File: config.mk
export PLATFORM = sky130hd
export DESIGN_NAME = rand_uniform_nb
export DESIGN_NICKNAME = d
export VERILOG_FILES = /design/src/rtl/rand_pkg.sv /design/src/rtl/rand_uniform_nb_lfsr_23_18.sv /design/src/rtl/rand_uniform_nb.sv
export SDC_FILE = /design/constraint.sdc
export NUM_CORES = 1
export LEC_CHECK = 0
export BUFFER_PORTS_ARGS = -buffer_cell sky130_fd_sc_hd__buf_2
export CAP_MARGIN = 30
export CORE_ASPECT_RATIO = 0.8
export CORE_UTILIZATION = 45
export DETAILED_ROUTE_END_ITERATION = 12
export PLACE_DENSITY = 0.6
export SLEW_MARGIN = 0
export SYNTH_ARGS = -nofsm -noshare
export SYNTH_HDL_FRONTEND = slang
export SYNTH_SLANG_ARGS = --single-unit
File: constraint.sdc
create_clock -name clk -period 9 [get_ports clk]
set_input_delay 0.45 -clock clk [delete_from_list [all_inputs] [get_ports clk]]
set_output_delay 0.45 -clock clk [all_outputs]
set_load 0.01 [all_outputs]
File: src/rtl/rand_pkg.sv
// rand_pkg: shared constants, state type and seed helpers for the
// rand_uniform_nb generator and its LFSR lanes.
//   LFSR_LEN / LFSR_TAP : lane register length and inner feedback tap
//   DEF_SEED / DEF_SEED_STEP : default base seed and per-lane seed offset
//   state_t  : sequencer states
//   seed_nz  : replaces an all-zero seed with 1 (an all-zero LFSR never moves)
//   lane_seed: seed for lane i = nz(base ^ (i*step mod 2^23))
package rand_pkg;

  localparam int unsigned LFSR_LEN = 23;
  localparam int unsigned LFSR_TAP = 17;

  localparam logic [LFSR_LEN-1:0] DEF_SEED      = 23'd6975996;
  localparam logic [LFSR_LEN-1:0] DEF_SEED_STEP = 23'h2F5A13;

  typedef enum logic [1:0] {
    RESEED = 2'd0,
    WARMUP = 2'd1,
    RUN    = 2'd2
  } state_t;

  function automatic logic [LFSR_LEN-1:0] seed_nz(input logic [LFSR_LEN-1:0] s);
    return (s == '0) ? LFSR_LEN'(1) : s;
  endfunction

  function automatic logic [LFSR_LEN-1:0] lane_seed(
    input logic [LFSR_LEN-1:0] base,
    input logic [LFSR_LEN-1:0] step,
    input int unsigned         lane
  );
    logic [31:0] prod;
    // Only the low 23 bits matter, so 32-bit wraparound is harmless.
    prod = lane * {9'd0, step};
    return seed_nz(base ^ prod[LFSR_LEN-1:0]);
  endfunction

endpackage

File: src/rtl/rand_uniform_nb_lfsr_23_18.sv
// lfsr_23_18: one 23-bit Fibonacci LFSR lane (taps 23,18).
//   clk, rst       : clock, asynchronous active-high reset to P_INIT_SEED
//   load, load_val : load a new seed (zero seeds become 1); wins over step
//   step           : shift one position
//   fb             : feedback bit of the current state (the lane's output bit)
//   state          : current register contents
module lfsr_23_18
  import rand_pkg::*;
#(
  parameter logic [LFSR_LEN-1:0] P_INIT_SEED = DEF_SEED
) (
  input  logic                clk,
  input  logic                rst,
  input  logic                load,
  input  logic [LFSR_LEN-1:0] load_val,
  input  logic                step,
  output logic                fb,
  output logic [LFSR_LEN-1:0] state
);

  assign fb = state[LFSR_LEN-1] ^ state[LFSR_TAP];

  always_ff @(posedge clk or posedge rst) begin
    if (rst) begin
      state <= seed_nz(P_INIT_SEED);
    end else if (load) begin
      state <= seed_nz(load_val);
    end else if (step) begin
      state <= {state[LFSR_LEN-2:0], fb};
    end
  end

endmodule

File: src/rtl/rand_uniform_nb.sv
// rand_uniform_nb: P_WIDTH-bit uniform pseudo-random word generator.
// Each output bit comes from its own 23-bit LFSR lane. Supports runtime
// reseeding (one lane per cycle), a warm-up discard period, and a
// valid/ready output handshake with back-pressure.
//   clk, rst  : clock, asynchronous active-high reset
//   seed      : runtime base seed, sampled when seed_wr is high
//   seed_wr   : one-cycle strobe starting a reseed (priority over everything)
//   ru        : random word
//   ru_valid  : ru holds an unconsumed word
//   ru_ready  : consumer accepts ru (transfer on ru_valid && ru_ready)
//   busy      : high while reseeding or warming up
module rand_uniform_nb
  import rand_pkg::*;
#(
  parameter int unsigned         P_WIDTH     = 8,
  parameter int unsigned         P_WARMUP    = 32,
  parameter logic [LFSR_LEN-1:0] P_SEED      = DEF_SEED,
  parameter logic [LFSR_LEN-1:0] P_SEED_STEP = DEF_SEED_STEP
) (
  input  logic                clk,
  input  logic                rst,
  input  logic [LFSR_LEN-1:0] seed,
  input  logic                seed_wr,
  output logic [P_WIDTH-1:0]  ru,
  output logic                ru_valid,
  input  logic                ru_ready,
  output logic                busy
);

  localparam logic [6:0]  LAST_IDX = 7'(P_WIDTH - 1);
  localparam logic [15:0] LAST_CNT = 16'(P_WARMUP - 1);

  state_t              state;
  logic [6:0]          idx;
  logic [15:0]         cnt;
  // The seed accumulator is kept as base plus running lane offset, so a
  // reseeded lane i receives base ^ (i*P_SEED_STEP), the same rule used for
  // the reset seeds.
  logic [LFSR_LEN-1:0] base;
  logic [LFSR_LEN-1:0] offset;
  logic [LFSR_LEN-1:0] load_val;

  logic                take;
  logic                step_all;
  logic [P_WIDTH-1:0]  lane_fb;
  logic [P_WIDTH-1:0]  lane_load;
  logic [P_WIDTH-1:0][LFSR_LEN-1:0] lane_state;
  logic                unused_lane_state;

  assign load_val = base ^ offset;
  assign busy     = (state != RUN);

  // Lane state is only observed for debug; fold it so it is not dangling.
  assign unused_lane_state = ^lane_state;

  always_comb begin
    take     = (state == RUN) && (!ru_valid || ru_ready) && !seed_wr;
    step_all = ((state == WARMUP) && !seed_wr) || take;
  end

  for (genvar i = 0; i < P_WIDTH; i++) begin : g_lane
    assign lane_load[i] = (state == RESEED) && !seed_wr && (idx == 7'(i));

    lfsr_23_18 #(
      .P_INIT_SEED(lane_seed(P_SEED, P_SEED_STEP, i))
    ) u_lfsr (
      .clk      (clk),
      .rst      (rst),
      .load     (lane_load[i]),
      .load_val (load_val),
      .step     (step_all),
      .fb       (lane_fb[i]),
      .state    (lane_state[i])
    );
  end

  always_ff @(posedge clk or posedge rst) begin
    if (rst) begin
      if (P_WARMUP == 0) state <= RUN;
      else               state <= WARMUP;
      idx      <= '0;
      cnt      <= '0;
      base     <= P_SEED;
      offset   <= '0;
      ru       <= '0;
      ru_valid <= 1'b0;
    end else if (seed_wr) begin
      // A word handed over on this edge is simply dropped from ru_valid;
      // the consumer already took it.
      base     <= seed;
      offset   <= '0;
      idx      <= '0;
      cnt      <= '0;
      state    <= RESEED;
      ru_valid <= 1'b0;
    end else begin
      case (state)
        RESEED: begin
          idx    <= idx + 7'd1;
          offset <= offset + P_SEED_STEP;
          if (idx == LAST_IDX) begin
            cnt <= '0;
            if (P_WARMUP == 0) state <= RUN;
            else               state <= WARMUP;
          end
        end
        WARMUP: begin
          cnt <= cnt + 16'd1;
          if (cnt == LAST_CNT) state <= RUN;
        end
        RUN: begin
          if (take) begin
            ru       <= lane_fb;
            ru_valid <= 1'b1;
          end
        end
        default: state <= RUN;
      endcase
    end
  end

endmodule

# Word level (Yosys, flattened, before mapping)

Cells that the tools add are included.

Memories: 0
Bits in read-only memories: 0
Bits of input ports: 27
Output and inout port bits: 10
Bits in latches: 0
Memory bits (writable): 0
Word-level logic and storage cells: 108
Flip-flop bits (word level): 264

Reductions and logical operators: 35
$lt $le $gt $ge: 0
Divide/modulo/power cells: 0
Mux-type cells: 31
Bitwise operators: 10
Multiply operators: 0
Add/subtract/negate cells: 3
Equal/unequal tests: 14
Shift operators: 0

Operator list:

| cell                                                                    | number |
|---|---|
| 23-bit 2-to-1 mux                                                       | 19 |
| 16-bit 2-to-1 mux                                                       | 2 |
| 16-bit case mux with 2 select lines                                     | 1 |
| 7-bit by 3-bit equality test with 1-bit output, second input constant   | 4 |
| 23-bit by 22-bit adder with 23-bit output, second input constant        | 1 |
| 23-bit zero test                                                        | 1 |
| 23-bit bitwise XOR                                                      | 1 |
| 2-bit nonzero test                                                      | 11 |
| 16-bit by 1-bit adder with 16-bit output, second input constant         | 1 |
| 16-bit by 5-bit equality test with 1-bit output, second input constant  | 1 |
| 7-bit by 2-bit equality test with 1-bit output, second input constant   | 2 |
| 7-bit 2-to-1 mux                                                        | 2 |
| 1-bit logical AND                                                       | 12 |
| 1-bit bitwise XOR                                                       | 8 |
| 7-bit by 1-bit adder with 7-bit output, second input constant           | 1 |
| 7-bit by 1-bit equality test with 1-bit output, second input constant   | 1 |
| 7-bit zero test                                                         | 1 |
| 2-bit 2-to-1 mux                                                        | 3 |
| 3-bit by 2-bit inequality test with 1-bit output, second input constant | 2 |
| 2-bit case mux with 3 select lines                                      | 1 |
| 3-bit AND reduction                                                     | 2 |
| 2-bit inequality test, second input constant                            | 2 |
| 2-bit AND reduction                                                     | 2 |
| 1-bit 2-to-1 mux                                                        | 3 |
| 7 further kinds                                                         | 9 |

# Longest topological paths before layout

Gate-level depths: netlist of the first run.

Depth after elaboration: 7
Mapped depth: 8
Mapped depth without buffers: 7

# Modules after synthesis

Synthesis of the first run repeated with hierarchy kept, for this count alone.

Cells, all modules: 1314
Area, all modules: 13839.5 µm²

Modules (own cells, without submodules):

| module                             | sequential area each (µm²) | times used | area an instance (µm²) | cells an instance |
|---|---|---|---|---|
| lfsr_23_18 at g_lane[0].u_lfsr ... | 593.1                      | 4          | 1181.1                 | 111 |
| rand_uniform_nb                    | 2020.7                     | 1          | 4405.5                 | 426 |
| lfsr_23_18 at g_lane[4].u_lfsr ... | 589.3                      | 2          | 1177.4                 | 111 |
| lfsr_23_18 at g_lane[2].u_lfsr     | 590.6                      | 1          | 1178.6                 | 111 |
| lfsr_23_18 at g_lane[7].u_lfsr     | 588.1                      | 1          | 1176.1                 | 111 |

# Worst setup path after synthesis of the first run

Ideal clock, no wire load.

Path kind: reg2reg
Start: register idx[3]
End: register g_lane[3].u_lfsr.state[15]
Path slack: 6.952 ns
Stages on the path, launching flop included: 7
Arrival time: 1.922 ns
Path buffers: 1
Data required time: 8.874 ns
Library setup time: 0.126 ns
Period minus slack after synthesis: 2.048 ns
Cells stage by stage: dfrtp_1 > or4_4 > nor3_4 > and2_1 > nor2_2 > buf_6 > a221o_1

Cells in the longest elaborated chain, start to end: 3
Elaborated cells between the ends (all ways): 4
Classes of those cells: 1 x eq/ne; 1 x mux; 2 x reduce/logical

Ends and longest elaborated chain:

| element                                                 | RTL line                         | text |
|---|---|---|
| from (decl)                                             | rand_uniform_nb.sv:34            | `logic [6:0] idx;` |
| from (signal assigned)                                  | rand_uniform_nb.sv:99            | `idx <= idx + 7'd1;` |
| 7-bit by 2-bit equality test with 1-bit output (*)      | rand_uniform_nb.sv:62            | `assign lane_load[i] = (state == RESEED) && !seed_wr && (idx == 7'(i));` |
| 1-bit logical AND (*)                                   | rand_uniform_nb.sv:62            |  |
| 23-bit 2-to-1 mux or 2-bit nonzero test (tied branches) | n/a                              |  |
| to (signal assigned)                                    | rand_uniform_nb_lfsr_23_18.sv:25 | `state <= seed_nz(P_INIT_SEED);` |
| to (signal assigned)                                    | rand_uniform_nb_lfsr_23_18.sv:27 | `state <= seed_nz(load_val);` |
| to (signal assigned)                                    | rand_uniform_nb_lfsr_23_18.sv:29 | `state <= {state[LFSR_LEN-2:0], fb};` |
| to (decl)                                               | rand_uniform_nb_lfsr_23_18.sv:18 | `output logic [LFSR_LEN-1:0] state` |

Every way passes the cells marked *; elsewhere a longest branch is shown, timed or not.
A chain may end at the register's enable or synchronous reset.

# Final worst setup path of the first run

Start: register state[0]
End: register g_lane[2].u_lfsr.state[12]

Cells in the longest elaborated chain, start to end: 5
Elaborated cells between the ends (all ways): 11
Classes of those cells: 2 x eq/ne; 1 x mux; 8 x reduce/logical

Ends and longest elaborated chain:

| element                         | RTL line                         | text |
|---|---|---|
| from (decl)                     | rand_uniform_nb.sv:33            | `state_t state;` |
| from (signal assigned)          | rand_uniform_nb.sv:79            | `if (P_WARMUP == 0) state <= RUN;` |
| from (signal assigned)          | rand_uniform_nb.sv:80            | `else state <= WARMUP;` |
| from (signal assigned)          | rand_uniform_nb.sv:94            | `state <= RESEED;` |
| 2-bit equality test             | rand_uniform_nb.sv:57            | `take = (state == RUN) && (!ru_valid \|\| ru_ready) && !seed_wr;` |
| 1-bit logical AND (2 in series) | rand_uniform_nb.sv:57            |  |
| 1-bit logical OR                | rand_uniform_nb.sv:58            | `step_all = ((state == WARMUP) && !seed_wr) \|\| take;` |
| 2-bit nonzero test (no line)    | n/a                              |  |
| to (signal assigned)            | rand_uniform_nb_lfsr_23_18.sv:25 |  |
| to (signal assigned)            | rand_uniform_nb_lfsr_23_18.sv:27 |  |
| to (signal assigned)            | rand_uniform_nb_lfsr_23_18.sv:29 |  |
| to (decl)                       | rand_uniform_nb_lfsr_23_18.sv:18 |  |

Several ways; a longest one is shown, not always the timed one.

==> impl_metrics.py, run 1 <==
metrics = {
    "synthesis": {
        "synthAdderAreaFrac_pct": 0.620,
        "ys_types": 55,
        "ys_seq_area_share_pct": 55.8,
        "synthesis.area_per_instance_sq_um": 11.2,
        "async_flop_share_pct": 100,
        "synth_fp_nets": 1111,
        "synthXorXnorAreaFrac_pct": 4.82,
        "synth_area_leaders": "dfrtp_1, dfstp_2, a221o_1, nor2_1, mux2_2",
        "ys.flop_type": "dfrtp_1",
        "synth_top_family_by_area": "compound AO/OA/AOI/OAI gates",
        "synth-seq-cells": 264,
        "synth_top_area_cell": "dfrtp_1",
        "syn_area_sq_mm": 0.0121,
        "synth-simple-area-share_pct": 13.5,
        "synth-edff-count": 0,
        "synth_compound_area_share_pct": 19.2,
        "synth.area.mux_share_pct": 2.51,
        "syn_inst": 1078,
        "ys.warnings.count": 0,
        "synth_top_area_share_pct": 30.8,
    },
    "timing": {
        "finalHoldViolations": 0,
        "worst_pin_slew_ns": 1.07,
        "rsz0062_at_grt": "no",
        "drv_slew": 0,
        "final.setup_skew_ns": 0.0134,
        "setup_viol": 0,
        "maxSlewHeadroom_pct": 28.1,
        "fin_tns_setup_ns": 0,
        "fin_crit_sh_pct": 40.0,
        "fmax_mhz": 278,
        "fin_crit_ns": 3.60,
    },
    "finish": {
        "diodes": 0,
        "design_area_sq_mm": 0.0136,
        "fillers": 2330,
        "syn_to_final_growth_pct": 12.1,
        "num-nets-final": 1127,
        "drive_gt1_share_pct": 24.7,
    },
    "setup_path": {
        "worstSetupEndpointType": "flop",
        "reg2reg_from": "state[0]$_DFFE_PP1P_",
        "cp.arrival_ns": 4.03,
        "ff2ff_setup_slack_ns": 5.40,
        "crit_path_max_fanout": 96,
        "crit_type": "reg -> reg",
        "r2r_end": "g_lane[2].u_lfsr.state[12]$_DFFE_PP0P_",
        "required_ns": 9.43,
        "reg2regPathDepth": 6,
        "start_kind": "flop",
    },
    "clocking": {
        "cts_hold_buf": 0,
        "cts_max_level": 1,
        "cts_inserted_buffers": 29,
        "clk_latency_ns": 0.55,
        "cts_tree": "built",
        "clkSinkCount": 264,
        "cts_resized": 0,
        "clockBufferDepth": 3,
        "root_buffer": "clkbuf_16",
        "postCtsSetupRepairBufs": 0,
        "clkTransAtPathRegs_ns": 0.06,
    },
    "pwr": {
        "peakVddDrop_uv": 190,
        "total_power_mw": 4.01,
        "powerDensity_mw_per_mm2": 295,
        "p_leak_nw": 5.80,
    },
    "routing": {
        "post-route-drc-count": 0,
        "vias_per_cell": 5.92,
        "drtIter0Drc": 1018,
        "wirelength_um": 31100,
        "drtAntennaViolNets": 0,
        "via_count": 8726,
        "routedWlPerCell_um": 21.1,
        "firstDrtPassIters": 5,
    },
    "global_route": {
        "grt_start_max_net_pins": 141,
        "grtUsageTotal_pct": 23.4,
        "antenna_found_initial": 1,
        "grt_pass1_wl_um": 49000,
        "grt_overflow": 0,
        "grt_pass1_vias": 8381,
    },
    "die": {
        "dieArea_sq_mm": 0.0276,
        "num_io_pins": 37,
        "die_y_um": 149,
        "fp.dieW_um": 185,
        "rows": 53,
        "start_util_pct": 46.0,
        "core_area_sq_mm": 0.0263,
    },
    "hold_path": {
        "min_path_cells": 2,
        "min_path_type": "in -> reg",
        "worstHoldStart": "seed[7]",
        "worstHoldEndpoint": "base[7]$_DFFE_PP1P_",
    },
    "run_status": {
        "run_status": "finished, final reports clean",
    },
    "flow_run": {
        "cap_viol_max_count": 0,
    },
    "placement": {
        "place_hpwl_um": 18100,
        "place.gp.congestion": 0.782,
        "dpl_cell_area_sq_mm": 0.0126,
        "portBuffers": 36,
    },
}
worst max-delay path, cell delays in order, from the launching register on:
cell and delay [ns]:
dfstp_2 0.40, nand2b_1 0.21, o21a_1 0.26, nor2_4 0.79
buf_4 0.91, nor2_2 0.43, a221o_1 0.40
cells by family (layout without fill, tap and decap cells):
family          count (synthesis)  count (layout)
compound gates                267             267
simple gates                  370             370
buf+inv                        86             125
xor+xnor                       58              58
mux                            27              27
flops                         264             264
fa+ha+maj                       6               6
synth_stat cells, types with 2 or more instances:
master / n
a211o_1: 2
a211oi_1: 4
a21boi_0: 3
a21oi_1: 19
a221o_1: 177
a31oi_1: 8
and2_1: 7
and3_1: 5
and4_1: 3
buf_1: 9
buf_2: 14
buf_4: 2
buf_6: 11
clkbuf_1: 38
dfrtp_1: 149
dfstp_2: 115
ha_1: 6
inv_1: 12
mux2_2: 27
nand2_1: 59
nand2b_1: 2
nand3_1: 10
nand3b_1: 2
nand4_1: 13
nor2_1: 229
nor2_2: 4
nor2b_1: 5
nor3_1: 4
nor3_4: 3
nor4_1: 8
o211a_1: 3
o211ai_1: 6
o21ai_0: 34
o31ai_1: 2
or2_2: 4
or3_1: 4
or4_4: 2
xnor2_1: 30
xnor2_2: 10
xor2_1: 18
metal layers:
metal / vias up / track usage [%] / share of wire [%] / wire, um
met5: - / 1.09 / 0.17 / 53
met4: 4 / 5.95 / 2.1 / 648
met3: 47 / 3.33 / 4.2 / 1310
met2: 214 / 35.1 / 46 / 14200
met1: 4431 / 35.2 / 48 / 14900
li1: 4030 / - / - / -
flip-flops by register name, summed over array words and instances, names as in the netlist:
signal,count
base,23
cnt,16
g_lane.u_lfsr.state,184
idx,7
offset,23
ru,8
ru_valid,1
state,2
stage by stage:
| step | hold WS [ns] | std cells | util [%] | setup slack, ns |
|---|---|---|---|---|
| floorplan | 0.465 | 1078 | - | 1.47 |
| global placement | 0.489 | 1414 | 47.6 | 5.29 |
| detailed placement | 0.487 | 1418 | 47.8 | 5.21 |
| CTS | 0.119 | 1472 | 51.4 | 5.41 |
| global route | 0.127 | 1474 | 51.5 | 5.16 |
| finish | 0.135 | 1474 | 51.5 | 5.40 |
final cells by class:
class	count	area, sq um	area share (%)
inverters	12	52.6	0.387
clock inverters	7	91.3	0.673
clock buffers	47	863	6.36
well taps	357	447	3.29
flip-flops and latches	264	6750	49.8
repair buffers	59	393	2.90
multi-input cells	728	4970	36.6
how the worst max path moves through the flow:
stage | slack, ns | cells after the start | end | start
floorplan | 1.47 | 1 | base[0]$_DFFE_PP0P_ | rst
global placement | 5.29 | 6 | g_lane[3].u_lfsr.state[16]$_DFFE_PP0P_ | seed_wr
detailed placement | 5.21 | 7 | g_lane[5].u_lfsr.state[22]$_DFFE_PP0P_ | seed_wr
CTS | 5.41 | 6 | g_lane[3].u_lfsr.state[1]$_DFFE_PP0P_ | state[0]$_DFFE_PP1P_
global route | 5.16 | 7 | g_lane[5].u_lfsr.state[22]$_DFFE_PP0P_ | state[0]$_DFFE_PP1P_
finish | 5.40 | 6 | g_lane[2].u_lfsr.state[12]$_DFFE_PP0P_ | state[0]$_DFFE_PP1P_
cells in the final DEF, fill, tap and decap left out, drive strengths merged, types with 2 or more instances in the layout:
cell    count
nand3      10
xnor2      40
o31ai       2
nand3b      2
and3        5
nand2b      2
nand4      13
nor4        8
o211ai      6
bufinv      2
mux2       27
ha          6
a21boi      3
nand2      59
a221o     177
and4        3
inv        13
or2         4
xor2       18
or4         3
buf        58
and2        7
clkbuf     47
a31oi       8
o21ai      34
or3         4
nor3        7
dfstp     115
nor2      233
nor2b       5
a21oi      19
clkinv      3
dfrtp     149
a211oi      4
a211o       2
o211a       3
where the power goes:
| part | total (mW) | internal (mW) | switching [mW] |
|---|---|---|---|
| Clock | 1.19 | 0.710 | 0.479 |
| Sequential | 1.94 | 1.67 | 0.270 |
| Combinational | 0.874 | 0.416 | 0.458 |
| Total | 4.01 | 2.80 | 1.21 |
Power figures use the tool's default switching activity.
==> inputs of run 2 (changes only) <==
--- a/config.mk
+++ b/config.mk
@@ -10,7 +10,7 @@
 export CORE_ASPECT_RATIO = 0.8
 export CORE_UTILIZATION = 45
 export DETAILED_ROUTE_END_ITERATION = 12
-export PLACE_DENSITY = 0.6
+export PLACE_DENSITY = 0.62
 export SLEW_MARGIN = 0
 export SYNTH_ARGS = -nofsm -noshare
 export SYNTH_HDL_FRONTEND = slang
==> constraint.sdc (replaced) <==
create_clock -name clk -period 3.05 [get_ports clk]
set_input_delay 0.1525 -clock clk [delete_from_list [all_inputs] [get_ports clk]]
set_output_delay 0.1525 -clock clk [all_outputs]
set_load 0.01 [all_outputs]
==> impl_metrics.py, run 2 (synthesis results as in run 1) <==
metrics = {
    "setup_path": {
        "worst-path-buf-inv": 0,
        "crit_type": "reg -> reg",
        "reg2regPathDepth": 5,
        "cp_top_family": "simple AND/OR/NAND/NOR gates",
        "ff2ff_setup_slack_ns": 0.56,
        "max_stage_delay_ns": 0.63,
        "path_depth": 5,
        "cp.arrival_ns": 2.98,
        "cp_cell_sequence": "or4_4 -> nor3_4 -> nand2_1 -> nor2_1 -> a221o_1",
        "worstSetupEndpointType": "flop",
        "reg2reg_from": "idx[3]$_DFFE_PP0N_",
        "cp_slowest_cell": "or4_4",
        "start_kind": "flop",
        "cp-endpoint": "g_lane[5].u_lfsr.state[17]$_DFFE_PP1P_",
        "crit_path_max_fanout": 23,
        "setup.worst_path.start": "idx[3]$_DFFE_PP0N_",
        "required_ns": 3.54,
        "r2r_end": "g_lane[5].u_lfsr.state[17]$_DFFE_PP1P_",
    },
    "global_route": {
        "grt_start_max_net_pins": 89,
        "grt_overflow": 0,
        "grtUsageTotal_pct": 23.7,
        "grt_pass1_wl_um": 50500,
        "grt_pass1_vias": 8682,
        "antenna_found_initial": 0,
    },
    "timing": {
        "final.setup_skew_ns": 0.0188,
        "rsz0062_at_grt": "no",
        "drv_slew": 0,
        "finalHoldViolations": 0,
        "setup_ws_ns": 0.556,
        "fin_crit_sh_pct": 81.8,
        "fmax_mhz": 401,
        "maxSlewHeadroom_pct": 36.3,
        "holdWs_ns": 0.0362,
        "worst_pin_slew_ns": 0.954,
        "fin_crit_ns": 2.49,
        "setup_viol": 0,
    },
    "die": {
        "dieArea_sq_mm": 0.0276,
        "fp.dieW_um": 185,
        "start_util_pct": 46.0,
        "num_io_pins": 37,
        "die_y_um": 149,
        "rows": 53,
        "core_area_sq_mm": 0.0263,
    },
    "finish": {
        "top_regs": "g_lane.u_lfsr.state (184), base (23), offset (23)",
        "fillers": 2265,
        "final_common_cell": "nor2_1",
        "layout_common_cells": "nor2_1, a221o_1, dfrtp_1, dfstp_2, nand2_1",
        "syn_to_final_growth_pct": 14.7,
        "multi_input_area_sq_mm": 0.00494,
        "largest_register_ffs": 184,
        "layoutNonFillerInstCount": 1513,
        "regMostFlops": "g_lane.u_lfsr.state",
        "seq_area_sq_mm": 0.00675,
        "diodes": 0,
        "drive_gt1_share_pct": 25.0,
        "num-nets-final": 1167,
    },
    "clocking": {
        "clkSinkCount": 264,
        "postCtsSetupRepairBufs": 0,
        "clkTransAtPathRegs_ns": 0.06,
        "root_buffer": "clkbuf_16",
        "cts_hold_buf": 24,
        "cts_resized": 0,
        "cts_inserted_buffers": 28,
        "clk_latency_ns": 0.55,
        "clockBufferDepth": 3,
        "cts_max_level": 1,
        "cts_tree": "built",
    },
    "routing": {
        "via_count": 8873,
        "post-route-drc-count": 0,
        "drtIter0Drc": 869,
        "drtAntennaViolNets": 0,
        "vias_per_cell": 5.86,
        "wirelength_um": 31300,
        "routedWlPerCell_um": 20.7,
        "firstDrtPassIters": 6,
    },
    "pwr": {
        "peakVddDrop_uv": 576,
        "powerDensity_mw_per_mm2": 853,
        "p_leak_nw": 5.95,
    },
    "placement": {
        "place_ws_ns": 0.577,
        "place.gp.congestion": 0.798,
        "portBuffers": 36,
        "place_hpwl_um": 19100,
        "place_inst": 1437,
    },
    "flow_run": {
        "cap_viol_max_count": 0,
    },
    "hold_path": {
        "min_path_type": "in -> reg",
    },
    "run_status": {
        "run_status": "finished, final reports clean",
    },
}
-- run 2: area by class of cell --
| class | count | share of cell area [%] |
|---|---|---|
| timing repair buffer | 100 | 5.55 |
| clock buffer | 42 | 5.79 |
| multi-input combinational | 728 | 35.6 |
| tap | 357 | 3.22 |
| sequential | 264 | 48.6 |
| inverter | 12 | 0.351 |
| clock inverter | 10 | 0.919 |
-- run 2: worst min-delay path by stage --
stage               cells after the start  startpoint  slack [ns]                                endpoint
floorplan                               1     seed[0]        0.30                     base[0]$_DFFE_PP0P_
global placement                        2         rst        0.13  g_lane[7].u_lfsr.state[18]$_DFFE_PP0P_
detailed placement                      2         rst        0.12  g_lane[7].u_lfsr.state[18]$_DFFE_PP0P_
CTS                                     2     seed_wr        0.02                      idx[4]$_DFFE_PP0N_
global route                            2     seed_wr        0.04                      idx[3]$_DFFE_PP0N_
finish                                  2     seed_wr        0.04                      idx[5]$_DFFE_PP0N_
-- run 2: stage by stage --
| step | TNS, ns | utilization (%) | total power, mW | area, sq um |
|---|---|---|---|---|
| detailed placement | 0 | 48.3 | 8.35 | 12700 |
| global route | 0 | 52.7 | 12.4 | 13900 |
| floorplan | -73.33 | - | 7.31 | 12100 |
| global placement | 0 | 48.3 | 8.28 | 12700 |
| CTS | 0 | 52.7 | 11.9 | 13900 |
| finish | 0 | 52.7 | 11.8 | 13900 |
-- run 2: report_power, final --
part	internal, mW	switching [mW]
Sequential	4.93	0.788
Combinational	1.30	1.35
Clock	2.07	1.40
-- run 2: layer usage --
metal  vias up  wire length, um  global-route usage [%]
met2       246            13600                    34.5
li1       4102                -                       -
met4         0              770                    6.45
met5         -                0                       0
met1      4467            14900                    35.3
met3        58             1960                    5.66
-- run 2: worst reg2reg max path: stages, from the launching register on --
cell and delay, ns:
dfrtp_1 0.44, or4_4 0.63, nor3_4 0.33, nand2_1 0.56, nor2_1 0.33, a221o_1 0.14
